### config.mk
export PLATFORM = sky130hd
export DESIGN_NAME = unidade_controle_multiciclo
export DESIGN_NICKNAME = d
export VERILOG_FILES = /design/src/rtl/unidade_controle_multiciclo.sv
export SDC_FILE = /design/constraint.sdc
export NUM_CORES = 1
export LEC_CHECK = 0
export CAP_MARGIN = 15
export CORE_UTILIZATION = 44
export CTS_CLUSTER_DIAMETER = 30
export DETAILED_ROUTE_END_ITERATION = 8
export PLACE_DENSITY_LB_ADDON = 0.1
export RECOVER_POWER = 25
export SYNTH_ARGS = -nofsm -noshare
export SYNTH_HDL_FRONTEND = slang
export SYNTH_SLANG_ARGS = --single-unit
### constraint.sdc
create_clock -name clk -period 2.25 [get_ports clk]
set_clock_uncertainty 0.05 [all_clocks]
set_input_delay 0.45 -clock clk [delete_from_list [all_inputs] [get_ports clk]]
set_output_delay 0.45 -clock clk [all_outputs]
set_load 0.02 [all_outputs]
### src/rtl/unidade_controle_multiciclo.sv
// unidade_controle_multiciclo -- control unit for a multicycle load/store datapath.
// Sequences fetch, decode and execute phases for load, store, R-type, I-type and
// conditional branch instructions. It drives the datapath enables and selects, and it
// counts retired instructions.
//
// Build option ILLEGAL_TRAP_EN:
//   defined   -> an unknown opcode parks the FSM in TRAP and raises the sticky
//                illegal flag. Only reset leaves TRAP.
//   undefined -> an unknown opcode retires as a NOP straight from DECODE.
//                illegal is tied low and TRAP is never entered.
//
// state     | code | meaning
// ----------+------+--------------------------------------------------------------
// FETCH     |  0   | read instruction at PC; IR and PC+4 load when mem_ready
// DECODE    |  1   | dispatch on opcode; ALU precomputes the branch target
// MEM_ADDR  |  2   | ALU forms rs1 + imm effective address
// MEM_READ  |  3   | data read at ALUOut, held until mem_ready
// MEM_WB    |  4   | load data written to the register file
// MEM_WRITE |  5   | data write at ALUOut, held until mem_ready
// EXEC_R    |  6   | register-register ALU operation (funct decoded)
// EXEC_I    |  7   | register-immediate ALU operation
// ALU_WB    |  8   | ALU result written to the register file
// BRANCH    |  9   | compare rs1/rs2; PC takes ALUOut when zero
// TRAP      | 10   | illegal opcode seen; all strobes idle until reset
// 11..15    |  --  | not used; return to FETCH on the next edge

module unidade_controle_multiciclo (
    input  logic        clk,
    input  logic        rst_n,
    input  logic [6:0]  opcode,
    input  logic        zero,
    input  logic        mem_ready,
    output logic        PCWrite,
    output logic        IRWrite,
    output logic        RegWrite,
    output logic        MemRead,
    output logic        MemWrite,
    output logic        IorD,
    output logic        MemToReg,
    output logic        ALUSrcA,
    output logic [1:0]  ALUSrcB,
    output logic [1:0]  ALUOp,
    output logic        PCSource,
    output logic [3:0]  state,
    output logic [15:0] retired,
    output logic        illegal
);

    typedef enum logic [3:0] {
        s_fetch     = 4'd0,
        s_decode    = 4'd1,
        s_mem_addr  = 4'd2,
        s_mem_read  = 4'd3,
        s_mem_wb    = 4'd4,
        s_mem_write = 4'd5,
        s_exec_r    = 4'd6,
        s_exec_i    = 4'd7,
        s_alu_wb    = 4'd8,
        s_branch    = 4'd9,
        s_trap      = 4'd10
    } state_t;

    localparam logic [6:0] op_load   = 7'b0000011;
    localparam logic [6:0] op_store  = 7'b0100011;
    localparam logic [6:0] op_rtype  = 7'b0110011;
    localparam logic [6:0] op_itype  = 7'b0010011;
    localparam logic [6:0] op_branch = 7'b1100011;

    localparam logic [1:0] srcb_rs2  = 2'b00;
    localparam logic [1:0] srcb_four = 2'b01;
    localparam logic [1:0] srcb_imm  = 2'b10;
    localparam logic [1:0] srcb_boff = 2'b11;

    localparam logic [1:0] aluop_add   = 2'b00;
    localparam logic [1:0] aluop_sub   = 2'b01;
    localparam logic [1:0] aluop_funct = 2'b10;
    localparam logic [1:0] aluop_and   = 2'b11;

    state_t state_q;
    state_t state_d;
    logic   retire;

    // The strobes are computed ungated first. Reset masks them further down,
    // so no stray enable reaches the datapath while rst_n is held low.
    logic pc_write_raw;
    logic ir_write_raw;
    logic reg_write_raw;
    logic mem_read_raw;
    logic mem_write_raw;

`ifdef ILLEGAL_TRAP_EN
    logic enter_trap;
    logic illegal_q;
`endif

    // State register and retirement counter; reset wins even in the middle of a memory wait.
    always_ff @(posedge clk) begin
        if (!rst_n) begin
            state_q <= s_fetch;
            retired <= 16'd0;
        end else begin
            state_q <= state_d;
            if (retire) begin
                retired <= retired + 16'd1;
            end
        end
    end

`ifdef ILLEGAL_TRAP_EN
    // Sticky illegal flag: set on entry to TRAP and cleared only by reset.
    always_ff @(posedge clk) begin
        if (!rst_n) begin
            illegal_q <= 1'b0;
        end else if (enter_trap) begin
            illegal_q <= 1'b1;
        end
    end

    assign illegal = illegal_q;
`else
    assign illegal = 1'b0;
`endif

    // Next-state selection, plus the completion pulse for each instruction.
    always_comb begin
        state_d = state_q;
        retire  = 1'b0;
`ifdef ILLEGAL_TRAP_EN
        enter_trap = 1'b0;
`endif
        case (state_q)
            s_fetch: begin
                if (mem_ready) begin
                    state_d = s_decode;
                end
            end
            s_decode: begin
                case (opcode)
                    op_load, op_store: state_d = s_mem_addr;
                    op_rtype:          state_d = s_exec_r;
                    op_itype:          state_d = s_exec_i;
                    op_branch:         state_d = s_branch;
                    default: begin
`ifdef ILLEGAL_TRAP_EN
                        state_d    = s_trap;
                        enter_trap = 1'b1;
`else
                        state_d = s_fetch;
                        retire  = 1'b1;
`endif
                    end
                endcase
            end
            s_mem_addr: begin
                // The opcode was already checked in DECODE, so only load vs store remains.
                state_d = (opcode == op_store) ? s_mem_write : s_mem_read;
            end
            s_mem_read: begin
                if (mem_ready) begin
                    state_d = s_mem_wb;
                end
            end
            s_mem_wb: begin
                state_d = s_fetch;
                retire  = 1'b1;
            end
            s_mem_write: begin
                if (mem_ready) begin
                    state_d = s_fetch;
                    retire  = 1'b1;
                end
            end
            s_exec_r, s_exec_i: begin
                state_d = s_alu_wb;
            end
            s_alu_wb: begin
                state_d = s_fetch;
                retire  = 1'b1;
            end
            s_branch: begin
                state_d = s_fetch;
                retire  = 1'b1;
            end
            s_trap: begin
`ifdef ILLEGAL_TRAP_EN
                state_d = s_trap;
`else
                state_d = s_fetch;
`endif
            end
            default: begin
                state_d = s_fetch;
            end
        endcase
    end

    // Moore decode of the datapath controls. Only the fetch and branch enables look at an input.
    always_comb begin
        pc_write_raw  = 1'b0;
        ir_write_raw  = 1'b0;
        reg_write_raw = 1'b0;
        mem_read_raw  = 1'b0;
        mem_write_raw = 1'b0;
        IorD          = 1'b0;
        MemToReg      = 1'b0;
        ALUSrcA       = 1'b0;
        ALUSrcB       = srcb_rs2;
        ALUOp         = aluop_add;
        PCSource      = 1'b0;
        case (state_q)
            s_fetch: begin
                mem_read_raw = 1'b1;
                ALUSrcB      = srcb_four;
                ir_write_raw = mem_ready;
                pc_write_raw = mem_ready;
            end
            s_decode: begin
                ALUSrcB = srcb_boff;
            end
            s_mem_addr: begin
                ALUSrcA = 1'b1;
                ALUSrcB = srcb_imm;
            end
            s_mem_read: begin
                mem_read_raw = 1'b1;
                IorD         = 1'b1;
            end
            s_mem_wb: begin
                reg_write_raw = 1'b1;
                MemToReg      = 1'b1;
            end
            s_mem_write: begin
                mem_write_raw = 1'b1;
                IorD          = 1'b1;
            end
            s_exec_r: begin
                ALUSrcA = 1'b1;
                ALUSrcB = srcb_rs2;
                ALUOp   = aluop_funct;
            end
            s_exec_i: begin
                ALUSrcA = 1'b1;
                ALUSrcB = srcb_imm;
                ALUOp   = aluop_and;
            end
            s_alu_wb: begin
                reg_write_raw = 1'b1;
            end
            s_branch: begin
                ALUSrcA      = 1'b1;
                ALUSrcB      = srcb_rs2;
                ALUOp        = aluop_sub;
                PCSource     = 1'b1;
                pc_write_raw = zero;
            end
            default: begin
            end
        endcase
    end

    assign PCWrite  = rst_n & pc_write_raw;
    assign IRWrite  = rst_n & ir_write_raw;
    assign RegWrite = rst_n & reg_write_raw;
    assign MemRead  = rst_n & mem_read_raw;
    assign MemWrite = rst_n & mem_write_raw;

    assign state = state_q;

endmodule

# == Yosys cells after proc, flatten, opt, wreduce, memory -nomap -nowiden ==
# Cells that the tools add are included.
# totals
wordCells,56
input_bits,11
reg_bits,20
# classes
n_reduce_logical,11
add_sub_neg,1
n_mux,20
eq_ne,17
bitwise_logic,5
# op_table
op,n
$pmux W4 S6,1
$add A16 B1 Y16 const B,1
$eq A4 B3 Y1 const B,4
$pmux W4 S4,1
$eq A7 B6 Y1 const B,2
$mux W4,3
$pmux W2 S3,2
$reduce_or A2 Y1,6
$mux W1,10
$eq A4 B2 Y1 const B,2
$eq A4 B4 Y1 const B,2
$eq A7 B2 Y1 const B,1
$eq A7 B5 Y1 const B,1
$eq A7 B7 Y1 const B,1
$ne A2 B2 Y1 const B,3
$and A1 B1 Y1,5
$reduce_or A5 Y1,1
$eq A4 B1 Y1 const B,1
$logic_not A4 Y1,1
$reduce_or A4 Y1,1
$mux W3,1
$pmux W1 S3,1
$reduce_and A3 Y1,1
$reduce_or A3 Y1,1
$pmux W1 S2,1

# == Logic depth before layout (Yosys ltp) ==
# logic_depth
depth_word,4
depth_mapped,7

# == Worst setup path before layout ==
# No wires, ideal clock.
# synth_path
path_kind,register to output
startpoint,"register state_q[1], in the netlist state[1]"
endpoint,output PCWrite
path_stages_with_launch,6
path_buffers,1
arrival_time_ps,1497
setup_slack_ps,253
cell_sequence,dfxtp_1 buf_2 inv_2 nand2_1 nor2_1 a31o_2
# synth_between
elab_chain_cells,3
# synth_lines
element,line,text
start: declaration,79,state_t state_q;
start signal: assignment,99,state_q <= s_fetch;
start signal: assignment,102,state_q <= state_d;
$eq A4 B4 Y1 / $logic_not A4 Y1 (equally long branches),210,case (state_q)
$pmux W1 S2 *,210,
$and A1 B1 Y1 *,261,assign PCWrite = rst_n & pc_write_raw;
end: declaration,33,"output logic PCWrite,"
# Mark *: on every way between the ends. The rest lies on a longest branch, timed or not.

# == Worst setup path after layout ==
# layout_path
startpoint,input rst_n
endpoint,output MemWrite
# layout_between
elab_chain_cells,1
# layout_lines
element,line,text
start: declaration,29,"input logic rst_n,"
$and A1 B1 Y1,265,assign MemWrite = rst_n & mem_write_raw;
end: declaration,37,"output logic MemWrite,"
# No other way between the ends.

==> results.sh <==
export IMPL_status="completed"
export IMPL_synthesis_area_per_instance_sq_um=7.79
export IMPL_timing_max_transition_violations_final=0
export IMPL_setup_tns_final_ns=0
export IMPL_setup_worst_path_end_class="primary output"
export IMPL_avgViaCountPerCell=5.65
export IMPL_cts_made_buffers=3
export IMPL_maxClockFrequency_mhz=465
export IMPL_timing_critical_path_slowest_stage_cell="sky130_fd_sc_hd__clkdlybuf4s50_1"
export IMPL_detailedPlace_worstSlack_ns=-0.205
export IMPL_chip_width_um=55.4
export IMPL_synth_top_area_cell="sky130_fd_sc_hd__dfxtp_1"
export IMPL_areaGrowthSynthToFinish_pct=41.9
export IMPL_port_buffer_count=43
export IMPL_worst_endpoint_arrival_ns=1.65
export IMPL_slew_limit_headroom_pct=65.1
export IMPL_grt_met2_usage_pct=36.1
export IMPL_n_antenna_cell=0
export IMPL_crit_chain="clkdlybuf4s50_1, clkinv_1, nor3_1, dlygate4sd2_1"
export IMPL_cts_sinks=20
export IMPL_dr_total_vias=1367
export IMPL_class_of_the_most_critical_setup_path="in2out"
export IMPL_syn_num_nets=173
export IMPL_core_area_sq_um=2730
export IMPL_final_design_area_no_fill_sq_um=1780
export IMPL_initialDrtViolationCount=31
export IMPL_rr_startpoint="state[0]"
export IMPL_cts_h_tree_depth=1
export IMPL_finalNonFillerCells=242
export IMPL_die_area_sq_um=3070
export IMPL_async_flop_share_pct=0
export IMPL_grt_busiest_layer="met2"
export IMPL_drt_antenna_violating_nets=0
export IMPL_grt_antenna_before_repair=0
export IMPL_wire_length_of_the_first_global_routing_pass_um=5290
export IMPL_synth_top_cells_by_count="20 x sky130_fd_sc_hd__a21oi_1, 20 x sky130_fd_sc_hd__dfxtp_1, 14 x sky130_fd_sc_hd__nor2_1"
export IMPL_final_layout_size_suffix_gt1_share_pct=12.3
export IMPL_path_max_fanout=4
export IMPL_yosys_top_cells_area="sky130_fd_sc_hd__dfxtp_1 32%, sky130_fd_sc_hd__a21oi_1 8.0%, sky130_fd_sc_hd__or3_1 5.0%"
export IMPL_grt_max_degree=18
export IMPL_cellPowerDensity_nw_per_um2=355
export IMPL_nets_finish=225
export IMPL_place_gp_congestion=0.880
export IMPL_reg2regPathDepth=6
export IMPL_grt_ovfl_total=0
export IMPL_remaining_drc_errors=0
export IMPL_post_synth_instance_area_sq_um=1250
export IMPL_number_of_global_route_vias_before_repair=1257
export IMPL_yosysTopAreaCellShare_pct=31.9
export IMPL_endpoint="MemWrite"
export IMPL_ys_warnings=0
export IMPL_multiInputGateArea_sq_um=773
export IMPL_synthesis_instances=161
export IMPL_floorplan_initialDensity_pct=45.9
export IMPL_die_y_um=55.4
export IMPL_final_setup_viol_count=0
export IMPL_postCtsSetupBuffers=0
export IMPL_dr_pass1_iters=4
export IMPL_final_period_utilization_pct=95.5
export IMPL_clockBufferDepth=2
export IMPL_synth_cell_type_count=45
export IMPL_grt_use_met1_pct=26.6
export IMPL_worst_setup_hold_path_clk_slew_ns=0.11
export IMPL_synth_ff_latch_count=20
export IMPL_max_ir_drop_vdd_v=0.000326
export IMPL_synth_seq_area_share_pct=31.9
export IMPL_total_routing_usage_reported_by_global_routing_pct=20.7
export IMPL_startpoint_of_the_worst_setup_timing_path="rst_n"
export IMPL_rows=19
export IMPL_maxCapViolations=0
export IMPL_worstSetupStartpointType="input port"
export IMPL_final_hold_vio_count=0
export IMPL_worst_path_largest_cell_delay_ns=0.53
export IMPL_final_setup_worst_slack_ns=0.101
export IMPL_min_path_type="reg2reg"
export IMPL_detailed_place_hpwl_um=2460
export IMPL_worstMarginPinSlew_ns=0.523
export IMPL_flop_to_flop_setup_slack_ns=0.20
export IMPL_most_used_flip_flop_cell_after_synthesis="sky130_fd_sc_hd__dfxtp_1"
export IMPL_min_period_ns=2.15
export IMPL_synth_enable_flop_cells=0
export IMPL_place_detailed_instances=239
export IMPL_wl_per_cell_um=13.2
export IMPL_rsz0062_at_grt="false"
export IMPL_crit_reg2reg_capture="retired[15]"
export IMPL_groute_layer_met3_usage_pct=3.04
export IMPL_cts_tree="yes"
export IMPL_drt_total_wl_um=3200
export IMPL_fillerInstances=252
export IMPL_placedInstanceArea_sq_um=1770
export IMPL_regArea_sq_um=402
export IMPL_worst_skew_pair_late_latency_ns=0.29
export IMPL_cts_root_buf="sky130_fd_sc_hd__clkbuf_4"
export IMPL_static_leakage_power_nw=0.729
export IMPL_post_layout_total_power_mw=0.632
export IMPL_io_pin_count=45
export IMPL_required_ns=1.75
[cell usage in the layout, fill, tap and decap left out, types with 4 or more instances in the layout]
cell type,Yosys,routed
sky130_fd_sc_hd__inv_1,4,4
sky130_fd_sc_hd__clkdlybuf4s50_1,0,23
sky130_fd_sc_hd__nor3_1,8,8
sky130_fd_sc_hd__dlygate4sd3_1,0,8
sky130_fd_sc_hd__dlygate4sd2_1,0,9
sky130_fd_sc_hd__or3_1,10,10
sky130_fd_sc_hd__o21ai_0,8,8
sky130_fd_sc_hd__nor2_1,14,13
sky130_fd_sc_hd__nand2_1,10,10
sky130_fd_sc_hd__nand2b_1,8,8
sky130_fd_sc_hd__buf_4,1,10
sky130_fd_sc_hd__a21oi_1,20,20
sky130_fd_sc_hd__dfxtp_1,20,19
sky130_fd_sc_hd__o31ai_1,4,4
[final cells by class]
cell class / instances / area share [%]
multi-input cells: 126 / 43.4
flip-flops and latches: 20 / 22.6
repair buffers: 56 / 29.3
clock buffers: 3 / 1.26
well taps: 31 / 2.18
inverters: 6 / 1.26
[critical path, delay by kind of cell]
family	cells	cell delay (ns)
AND/OR/NAND/NOR	1	0.19
buffers and inverters	3	1.01
[flip-flops by register name (all words and copies together), names as in the netlist]
signal and cells:
state 4, retired 16
[worst min-delay path by stage]
stage	start	end	slack (ns)	depth (start not counted)
after global placement	retired[15]	retired[15]	0.41	2
after global routing	retired[13]	retired[13]	0.47	2
after floorplan	retired[15]	retired[15]	0.50	2
after CTS	retired[13]	retired[13]	0.45	2
final	retired[13]	retired[13]	0.44	2
after detailed placement	retired[13]	retired[13]	0.43	2
[where the power goes]
group | switching [mW] | total (mW) | internal, mW
logic | 0.0512 | 0.102 | 0.0504
registers | 0.00525 | 0.363 | 0.358
clock network | 0.105 | 0.167 | 0.0622
[layer usage]
metal  share of wire (%)  vias to the layer above
li1                    -                      687
met1                  46                      633
met2                  50                       42
met3                 3.8                        5
met4                0.66                        0
met5                   0                        -
[logic make-up (layout without fill, tap and decap cells)]
group,count (synthesis),count (layout),share of synthesized area (%)
fa+ha+maj,1,1,0.997
mux,1,1,0.798
flops,20,20,31.9
compound gates,49,49,24.9
xor+xnor,3,3,2.09
other cells,1,1,0.299
simple gates,71,71,32.3
buf+inv,15,65,6.68
[timing repair]
| action | 4_1_cts | 5_1_grt |
|---|---|---|
| hold buffers | 0 | 0 |
| setup endpoints to repair | 11 | 3 |
| cloned | 0 | 0 |
| resized for setup | 12 | 4 |
[metrics by stage]
step           utilization [%]  hold WS (ns)
2_1_floorplan                -         0.501
3_3_place_gp              64.9         0.411
3_5_place_dp              64.9         0.434
4_1_cts                   65.4         0.450
5_1_grt                   65.1         0.473
6_report                  65.1         0.445
Power figures use the tool's default switching activity.
